==> config.mk <==
export PLATFORM = sky130hd
export DESIGN_NAME = multi_cycle_control_flat
export DESIGN_NICKNAME = d
export VERILOG_FILES = /design/src/rtl/multi_cycle_control_if.sv /design/src/rtl/multi_cycle_control.sv /design/src/flat_wrapper.sv
export SDC_FILE = /design/constraint.sdc
export NUM_CORES = 1
export LEC_CHECK = 0
export BUFFER_PORTS_ARGS = -buffer_cell sky130_fd_sc_hd__clkbuf_2
export CORE_MARGIN = 2
export CORE_UTILIZATION = 50
export CTS_CLUSTER_SIZE = 30
export DETAILED_ROUTE_END_ITERATION = 8
export GPL_TIMING_DRIVEN = 1
export MAX_ROUTING_LAYER = met4
export PLACE_DENSITY = 0.86
export SLEW_MARGIN = 15
export SYNTH_ARGS = -nofsm -noshare
export SYNTH_HDL_FRONTEND = slang
export SYNTH_SLANG_ARGS = --single-unit
==> constraint.sdc <==
create_clock -name clk_i -period 1.8 [get_ports clk_i]
set_input_delay 0.09 -clock clk_i [delete_from_list [all_inputs] [get_ports clk_i]]
set_output_delay 0.09 -clock clk_i [all_outputs]
set_load 0.02 [all_outputs]
==> src/rtl/multi_cycle_control_if.sv <==
// Control-unit <-> datapath/memory signal bundle for multi_cycle_control.
// The master side is the controller and the slave side is the datapath.
interface multi_cycle_control_if;
  logic [5:0] instr_op_i;
  logic       mem_ready_i;
  logic       branch_taken_i;

  logic       pc_write_o;
  logic [1:0] pc_src_o;
  logic       ir_write_o;
  logic       mem_req_o;
  logic       mem_we_o;
  logic       reg_write_o;
  logic       reg_dst_o;
  logic       alu_src_o;
  logic       mem_to_reg_o;
  logic       sin_ext_o;
  logic       link_o;
  logic [2:0] alu_op_o;
  logic [1:0] branch_type_o;
  logic       halted_o;

  modport master (
    input  instr_op_i, mem_ready_i, branch_taken_i,
    output pc_write_o, pc_src_o, ir_write_o, mem_req_o, mem_we_o,
           reg_write_o, reg_dst_o, alu_src_o, mem_to_reg_o, sin_ext_o,
           link_o, alu_op_o, branch_type_o, halted_o
  );

  modport slave (
    output instr_op_i, mem_ready_i, branch_taken_i,
    input  pc_write_o, pc_src_o, ir_write_o, mem_req_o, mem_we_o,
           reg_write_o, reg_dst_o, alu_src_o, mem_to_reg_o, sin_ext_o,
           link_o, alu_op_o, branch_type_o, halted_o
  );
endinterface

==> src/rtl/multi_cycle_control.sv <==
// Multi-cycle MIPS-style control FSM with a bounded wait on memory accesses.
//  state  | meaning
//  IDLE   | one cycle after reset before the first fetch
//  FETCH  | instruction read; IR/PC load when memory is ready
//  DECODE | classify opcode; J/JAL complete here
//  EXEC   | ALU operation or branch resolution
//  MEM    | data load/store
//  WB     | register file write
//  ERROR  | illegal opcode or memory timeout; halted until reset
module multi_cycle_control #(
  parameter int MEM_TIMEOUT = 16
) (
  input logic                  clk_i,
  input logic                  rst_i,
  multi_cycle_control_if.master bus
);

  typedef enum logic [2:0] {
    S_IDLE, S_FETCH, S_DECODE, S_EXEC, S_MEM, S_WB, S_ERROR
  } state_t;

  typedef enum logic [3:0] {
    C_R, C_ADDI, C_ORI, C_LUI, C_LW, C_SW, C_BR, C_J, C_JAL, C_BAD
  } cls_t;

  localparam int CW = $clog2(MEM_TIMEOUT + 1);
  localparam logic [CW-1:0] WAIT_LAST = CW'(MEM_TIMEOUT - 1);

  state_t        r_state;
  cls_t          r_cls;
  logic [1:0]    r_br_type;
  logic [CW-1:0] r_wait;

  cls_t       w_cls;
  logic [1:0] w_br_type;
  logic       w_timeout;

  logic [2:0] w_cls_alu_op;
  logic       w_cls_alu_src;
  logic       w_cls_sin_ext;

  logic       w_pc_write;
  logic [1:0] w_pc_src;
  logic       w_ir_write;
  logic       w_mem_req;
  logic       w_mem_we;
  logic       w_reg_write;
  logic       w_reg_dst;
  logic       w_alu_src;
  logic       w_mem_to_reg;
  logic       w_sin_ext;
  logic       w_link;
  logic [2:0] w_alu_op;
  logic [1:0] w_branch_type;
  logic       w_halted;

  always_comb begin
    w_cls     = C_BAD;
    w_br_type = 2'b00;
    case (bus.instr_op_i)
      6'b000000: w_cls = C_R;
      6'b001000: w_cls = C_ADDI;
      6'b001101: w_cls = C_ORI;
      6'b001111: w_cls = C_LUI;
      6'b100011: w_cls = C_LW;
      6'b101011: w_cls = C_SW;
      6'b000100: begin w_cls = C_BR; w_br_type = 2'b00; end
      6'b000001: begin w_cls = C_BR; w_br_type = 2'b01; end
      6'b000111: begin w_cls = C_BR; w_br_type = 2'b10; end
      6'b000101: begin w_cls = C_BR; w_br_type = 2'b11; end
      6'b000010: w_cls = C_J;
      6'b000011: w_cls = C_JAL;
      default:   w_cls = C_BAD;
    endcase
  end

  // ALU setup chosen in EXEC and held through MEM and WB
  always_comb begin
    w_cls_alu_op  = 3'b000;
    w_cls_alu_src = 1'b0;
    w_cls_sin_ext = 1'b0;
    case (r_cls)
      C_R:               w_cls_alu_op = 3'b010;
      C_ADDI, C_LW, C_SW: begin w_cls_alu_src = 1'b1; w_cls_sin_ext = 1'b1; end
      C_ORI:             begin w_cls_alu_op = 3'b011; w_cls_alu_src = 1'b1; end
      C_LUI:             w_cls_alu_src = 1'b1;
      C_BR:              begin w_cls_alu_op = 3'b001; w_cls_sin_ext = 1'b1; end
      default:           w_cls_alu_op = 3'b000;
    endcase
  end

  // A ready strobe in the last allowed cycle still completes the access
  assign w_timeout = !bus.mem_ready_i && (r_wait == WAIT_LAST);

  always_ff @(posedge clk_i or negedge rst_i) begin
    if (!rst_i) begin
      r_state   <= S_IDLE;
      r_cls     <= C_BAD;
      r_br_type <= 2'b00;
      r_wait    <= '0;
    end else begin
      r_wait <= '0;
      case (r_state)
        S_IDLE: r_state <= S_FETCH;
        S_FETCH: begin
          if (bus.mem_ready_i)  r_state <= S_DECODE;
          else if (w_timeout)   r_state <= S_ERROR;
          else                  r_wait  <= r_wait + CW'(1);
        end
        S_DECODE: begin
          r_cls     <= w_cls;
          r_br_type <= w_br_type;
          case (w_cls)
            C_J, C_JAL: r_state <= S_FETCH;
            C_BAD:      r_state <= S_ERROR;
            default:    r_state <= S_EXEC;
          endcase
        end
        S_EXEC: begin
          case (r_cls)
            C_BR:       r_state <= S_FETCH;
            C_LW, C_SW: r_state <= S_MEM;
            default:    r_state <= S_WB;
          endcase
        end
        S_MEM: begin
          if (bus.mem_ready_i)  r_state <= (r_cls == C_LW) ? S_WB : S_FETCH;
          else if (w_timeout)   r_state <= S_ERROR;
          else                  r_wait  <= r_wait + CW'(1);
        end
        S_WB:    r_state <= S_FETCH;
        S_ERROR: r_state <= S_ERROR;
        default: r_state <= S_ERROR;
      endcase
    end
  end

  always_comb begin
    w_pc_write    = 1'b0;
    w_pc_src      = 2'b00;
    w_ir_write    = 1'b0;
    w_mem_req     = 1'b0;
    w_mem_we      = 1'b0;
    w_reg_write   = 1'b0;
    w_reg_dst     = 1'b0;
    w_alu_src     = 1'b0;
    w_mem_to_reg  = 1'b0;
    w_sin_ext     = 1'b0;
    w_link        = 1'b0;
    w_alu_op      = 3'b000;
    w_branch_type = 2'b00;
    w_halted      = 1'b0;
    case (r_state)
      S_FETCH: begin
        w_mem_req = 1'b1;
        if (bus.mem_ready_i) begin
          w_ir_write = 1'b1;
          w_pc_write = 1'b1;
        end
      end
      S_DECODE: begin
        if (w_cls == C_J || w_cls == C_JAL) begin
          w_pc_write = 1'b1;
          w_pc_src   = 2'b10;
        end
        if (w_cls == C_JAL) begin
          w_reg_write = 1'b1;
          w_link      = 1'b1;
        end
      end
      S_EXEC: begin
        w_alu_op  = w_cls_alu_op;
        w_alu_src = w_cls_alu_src;
        w_sin_ext = w_cls_sin_ext;
        if (r_cls == C_BR) begin
          w_branch_type = r_br_type;
          w_pc_write    = bus.branch_taken_i;
          w_pc_src      = 2'b01;
        end
      end
      S_MEM: begin
        w_mem_req = 1'b1;
        w_mem_we  = (r_cls == C_SW);
        w_alu_op  = w_cls_alu_op;
        w_alu_src = w_cls_alu_src;
        w_sin_ext = w_cls_sin_ext;
      end
      S_WB: begin
        w_reg_write  = 1'b1;
        w_reg_dst    = (r_cls == C_R);
        w_mem_to_reg = (r_cls == C_LW);
        w_alu_op     = w_cls_alu_op;
        w_alu_src    = w_cls_alu_src;
        w_sin_ext    = w_cls_sin_ext;
      end
      S_ERROR: w_halted = 1'b1;
      default: w_halted = 1'b0;
    endcase
  end

  assign bus.pc_write_o    = w_pc_write;
  assign bus.pc_src_o      = w_pc_src;
  assign bus.ir_write_o    = w_ir_write;
  assign bus.mem_req_o     = w_mem_req;
  assign bus.mem_we_o      = w_mem_we;
  assign bus.reg_write_o   = w_reg_write;
  assign bus.reg_dst_o     = w_reg_dst;
  assign bus.alu_src_o     = w_alu_src;
  assign bus.mem_to_reg_o  = w_mem_to_reg;
  assign bus.sin_ext_o     = w_sin_ext;
  assign bus.link_o        = w_link;
  assign bus.alu_op_o      = w_alu_op;
  assign bus.branch_type_o = w_branch_type;
  assign bus.halted_o      = w_halted;

endmodule

==> src/flat_wrapper.sv <==
// flat-port wrapper written by rule: the top's interface ports become plain ports
module multi_cycle_control_flat 
#(
  parameter int MEM_TIMEOUT = 16
)
  (clk_i, rst_i, bus_instr_op_i, bus_mem_ready_i, bus_branch_taken_i, bus_pc_write_o, bus_pc_src_o, bus_ir_write_o, bus_mem_req_o, bus_mem_we_o, bus_reg_write_o, bus_reg_dst_o, bus_alu_src_o, bus_mem_to_reg_o, bus_sin_ext_o, bus_link_o, bus_alu_op_o, bus_branch_type_o, bus_halted_o);
  multi_cycle_control_if bus_i ();
  input logic clk_i;
  input logic rst_i;
  input wire logic [$bits(bus_i.instr_op_i)-1:0] bus_instr_op_i;
  input wire logic [$bits(bus_i.mem_ready_i)-1:0] bus_mem_ready_i;
  input wire logic [$bits(bus_i.branch_taken_i)-1:0] bus_branch_taken_i;
  output wire logic [$bits(bus_i.pc_write_o)-1:0] bus_pc_write_o;
  output wire logic [$bits(bus_i.pc_src_o)-1:0] bus_pc_src_o;
  output wire logic [$bits(bus_i.ir_write_o)-1:0] bus_ir_write_o;
  output wire logic [$bits(bus_i.mem_req_o)-1:0] bus_mem_req_o;
  output wire logic [$bits(bus_i.mem_we_o)-1:0] bus_mem_we_o;
  output wire logic [$bits(bus_i.reg_write_o)-1:0] bus_reg_write_o;
  output wire logic [$bits(bus_i.reg_dst_o)-1:0] bus_reg_dst_o;
  output wire logic [$bits(bus_i.alu_src_o)-1:0] bus_alu_src_o;
  output wire logic [$bits(bus_i.mem_to_reg_o)-1:0] bus_mem_to_reg_o;
  output wire logic [$bits(bus_i.sin_ext_o)-1:0] bus_sin_ext_o;
  output wire logic [$bits(bus_i.link_o)-1:0] bus_link_o;
  output wire logic [$bits(bus_i.alu_op_o)-1:0] bus_alu_op_o;
  output wire logic [$bits(bus_i.branch_type_o)-1:0] bus_branch_type_o;
  output wire logic [$bits(bus_i.halted_o)-1:0] bus_halted_o;
  assign bus_i.instr_op_i = bus_instr_op_i;
  assign bus_i.mem_ready_i = bus_mem_ready_i;
  assign bus_i.branch_taken_i = bus_branch_taken_i;
  assign bus_pc_write_o = bus_i.pc_write_o;
  assign bus_pc_src_o = bus_i.pc_src_o;
  assign bus_ir_write_o = bus_i.ir_write_o;
  assign bus_mem_req_o = bus_i.mem_req_o;
  assign bus_mem_we_o = bus_i.mem_we_o;
  assign bus_reg_write_o = bus_i.reg_write_o;
  assign bus_reg_dst_o = bus_i.reg_dst_o;
  assign bus_alu_src_o = bus_i.alu_src_o;
  assign bus_mem_to_reg_o = bus_i.mem_to_reg_o;
  assign bus_sin_ext_o = bus_i.sin_ext_o;
  assign bus_link_o = bus_i.link_o;
  assign bus_alu_op_o = bus_i.alu_op_o;
  assign bus_branch_type_o = bus_i.branch_type_o;
  assign bus_halted_o = bus_i.halted_o;
  multi_cycle_control #(.MEM_TIMEOUT(MEM_TIMEOUT)) u_core (.clk_i(clk_i), .rst_i(rst_i), .bus(bus_i));
endmodule
Word level (Yosys, flattened, before mapping):

Index checks and enable logic that the tools add are counted.
W data, S select, Z words.

* multiplexer cells: 36
* equality and inequality tests: 27
* bitwise gates (word level): 0
* $add $sub $neg: 1
* shift operators: 0
* reduce and logical (&&, ||, !) cells: 14
* div/mod/pow operators: 0
* order comparisons: 0
* $mul: 0

Operators with widths (count)
* $pmux W4 S9: 1
* $eq A6 B3 Y1 const B: 3
* $eq A6 B4 Y1 const B: 3
* $eq A4 B3 Y1 const B: 4
* $mux W1: 16
* $mux W5: 3
* $pmux W3 S5: 1
* $eq A6 B2 Y1 const B: 2
* $eq A6 B6 Y1 const B: 2
* $mux W3: 4
* $pmux W2 S3: 2
* $pmux W3 S2: 2
* $eq A3 B3 Y1 const B: 3
* $eq A4 B2 Y1 const B: 2
* $eq A4 B4 Y1 const B: 2
* $mux W2: 4
* $reduce_or A2 Y1: 4
* $reduce_or A4 Y1: 2
* $eq A3 B2 Y1 const B: 2
* $eq A6 B1 Y1 const B: 1
* $logic_not A6 Y1: 1
* $add A5 B1 Y5 const B: 1
* $eq A5 B4 Y1 const B: 1
* $reduce_or A5 Y1: 1
* other kinds (11): 11

* memories kept: 0
* RAM bits: 0
* ROM bits: 0
* bits of input ports: 10
* logic and storage cells: 82
* output and inout bits: 18
* flip-flop bits (word level): 14
* latch bits: 0

Depth between registers and ports, before layout:

* depth in word-level cells: 7
* depth in mapped cells: 5
* gate-level depth less buffers: 5

Worst setup path before layout:

Ideal clock, no wire load.

* path kind: reg2out
* start point: register u_core.r_cls[2]
* end point: output port bus_mem_we_o
* slack: 0.147 ns
* path buffers: 1
* arrival: 1.563 ns
* data required time: 1.710 ns
* stages on the path, launching flop included: 4
* cells stage by stage: dfrtp_1 > buf_2 > or3b_1 > nor4bb_1

* cells in the longest elaborated chain, start to end: 2

RTL lines
* from (decl): RTL line multi_cycle_control.sv:30 `cls_t r_cls;`
* from (signal assigned): RTL line multi_cycle_control.sv:111 `r_cls <= w_cls;`
* $eq A4 B3 Y1: RTL line multi_cycle_control.sv:183 `w_mem_we = (r_cls == C_SW);`
* $mux W1: RTL line multi_cycle_control.sv:153 `case (r_state)`
* to (decl): RTL line flat_wrapper.sv:17 `output wire logic [$bits(bus_i.mem_we_o)-1:0] bus_mem_we_o;`

Every way passes these cells.

Worst setup path in the final report:

* start point: register u_core.r_cls[1]
* end point: output port bus_mem_we_o

Same word-level chain as after synthesis.

==> results.md <==
- Fin. max-slew vios: 0
- Most common cell after layout, fill and taps aside: clkbuf_2
- CP Capture Type: output pin
- Top cells by area, synth: dfrtp_1 29%, nor3_1 7.1%, dfstp_2 5.0%, nor2_1 5.0%, nand2_1 3.2%
- Clk_skew: 0.002930 ns
- Library cells used by synthesis: 50
- Fmax: 0.5683 GHz
- Yosys Warn Count: 0
- Grt total ovfl: 0
- Placer congestion estimate: 0.8633
- Largest net degree at the start of global routing: 15
- Die Span X: 49.88 microns
- Routed Wire Length: 2.516 mm
- Net Sw Frac: 0.4491
- Kind of critical path: flop to output pin
- Share of layout cells above drive strength 1: 0.3072
- Routed wl met2: 1.274 mm
- Crit path DAT: 1.67 ns
- CTS tree: yes
- # DRC: 0
- Initial Util: 0.5309
- Row count: 16
- Status: finished, final reports clean
- Cells after DPL: 175
- Hold path start: bus_mem_ready_i
- Int Power: 872.9 uW
- Syn nets: 139
- Startpoint Class: flop
- Die Ht: 49.88 microns
- Length of routed met3 wiring: 89 microns
- Critical path cell sequence: or3b_1, nor4bb_1, buf_2
- WL met1: 1.097 mm
- Final Hold Viols: 0
- Cell count after synthesis: 128
- Post-Syn Area: 0.001052 sq mm
- Post-CTS setup buffers: 0
- # clock sinks: 14
- Port Buffer Count: 26
- Net count, final: 165
- Clk Latency, worst-skew pair: 0.29 ns
- Register area: 356.6 sq um
- Sw Pwr: 711.5 uW
- Gr usage total: 0.2218
- Worst path max stage delay: 0.45 ns
- Syn Area/Cell: 8.221 sq um
- Comb power frac: 0.490
- Vias per cell: 5.744
- Final TNS setup: 0 ns
- Num CTS Buffers: 3
- Clock buffer depth: 2
- Period utilization: 0.9777
- Post-synthesis sequential area ratio: 0.3353
- Final Core Density: 0.6275
- Required time of the critical path: 1.71 ns
- Flops & latches, synth: 14
- CTS clk-pin slew, worst paths: 0.09 ns
- Multi-input logic area: 628.1 sq um
- P&R area growth vs syn: 18.19%
- Peak VDD IR: 0.6237 mV
- Final setup viols: 0
- Slew headroom: 0.6570
- Power Density: 1274 mW/mm^2
- Fin area: 0.001244 sq mm
- Core area: 0.001982 sq mm
- R2r startpoint: u_core.r_wait[0]
- Commonest non-fill, non-tap cells in the layout: 24 x clkbuf_2, 15 x nor3_1, 13 x nor2_1, 9 x nand2_1, 9 x dfrtp_1
- Dpl hpwl: 1.853 mm
- H-tree depth: 1
- Post-synth EDFFs: 0
- Critical Path Fanout Max: 7
- Num ports: 28
- Final Non-Filler Cells: 180
- Fin crit period: 1.760 ns
- Antenna violations before repair: 0
- Worst path slowest cell: dfrtp_2
- Top FF cell, synth: dfrtp_1
- Vias in the first global route: 918
- CTS root buf: clkbuf_4
- Total number of vias: 1034
- Leak: 0.5610 nW
- DRC marker count from the first detailed-route iteration: 30
- Worst slew pin tran: 0.5129 ns
- Synth area leader: dfrtp_1
- Origin of the worst setup path: u_core.r_cls[1]
- Register share of total power: 0.364
- Max cap viols: 0
- Post-DP Area: 0.001186 sq mm
- Ys async rst share: 1.000
- Area share of the largest cell type after synthesis: 0.2854
- Max layer used: met4
- Filler cells: 173
- Share of power burned in the clock network: 0.146
- Detailed-route wire length per cell: 13.98 microns
- Total die area: 0.002488 sq mm
- TritonRoute pass-1 iters: 4
- Worst hold-check path type: input port to flop
- First-pass GRT wire length: 4.057 mm
- Routed Antenna Nets: 0
- Number of diodes: 0
per-stage QoR:
stage          setup WS [ns]  hold slack [ns]  power (mW)
2_1_floorplan         0.1473          -0.2056       1.119
3_5_place_dp          0.3282          0.01012       1.318
6_report             0.04022          0.04415       1.584
3_3_place_gp          0.3097         0.004210       1.289
5_1_grt            -0.005819          0.04816       1.704
4_1_cts             0.001190          0.04281       1.567
sequential cells by signal, indices dropped and copies added (netlist names):
signal            count
u_core.r_cls          4
u_core.r_wait         5
u_core.r_br_type      2
u_core.r_state        3
layer usage:
layer / GRT usage / up-vias
li1: - / 510
met3: 0.03030 / 5
met2: 0.3667 / 24
met5: - / -
met4: 0.1389 / 0
met1: 0.2524 / 495
timing repair:
action                     CTS  global route
setup endpoints to repair    1             4
hold buffers                 1             0
hold endpoints to repair    14             0
gates resized for setup      1             6
cell usage after synthesis, types with 2 or more instances:
cell,count
xnor2_1,2
nand2_1,9
o21a_1,2
buf_2,6
nand2b_1,3
a21oi_1,4
o32ai_1,2
nand3_1,3
nor3_2,2
nor2_1,14
nor3b_1,2
buf_4,2
dfrtp_1,12
inv_1,4
nor3_1,15
dfstp_2,2
a22o_1,3
mux2i_1,2
and2_1,3
o21ai_0,6
power by group through the flow:
stage,clock network (mW),logic (mW),registers [mW]
2_1_floorplan,0,0.617,0.502
3_3_place_gp,0,0.734,0.555
3_5_place_dp,0,0.756,0.562
4_1_cts,0.235,0.771,0.561
5_1_grt,0.251,0.855,0.599
6_report,0.231,0.776,0.577
final cells by class:
type	count	share of cell area
sequential	14	0.2867
clock buffer	4	0.02918
multi-input combinational	99	0.5050
tap	27	0.02716
timing repair buffer	31	0.1368
inverter	5	0.01509
worst paths after layout:
kind | to | slack [ns] | depth (start not counted)
hold / removal | u_core.r_wait[2] | 0.04 | 2
setup reg to reg | u_core.r_state[0] | 0.32 | 5
setup / recovery | bus_mem_we_o | 0.04 | 3
hold reg to reg | u_core.r_wait[0] | 0.47 | 1
max in group asynchronous | u_core.r_cls[3] | 1.27 | 2
min in group asynchronous | u_core.r_wait[2] | 0.23 | 2
logic make-up after synthesis:
family          count (synthesis)  synth area share
flops                          14            0.3353
xor+xnor                        3           0.02497
compound gates                 29            0.2010
mux                             2           0.01903
fa+ha+maj                       1           0.01189
simple gates                   63            0.3294
other cells                     1          0.003564
buf+inv                        15           0.07490
worst max-delay path: cells and delay by family (launching register included):
kind,cells,cell delay (ns)
AND/OR/NAND/NOR,2,0.72
flip-flops,1,0.45
buffers and inverters,1,0.22
Power figures use the tool's default switching activity.
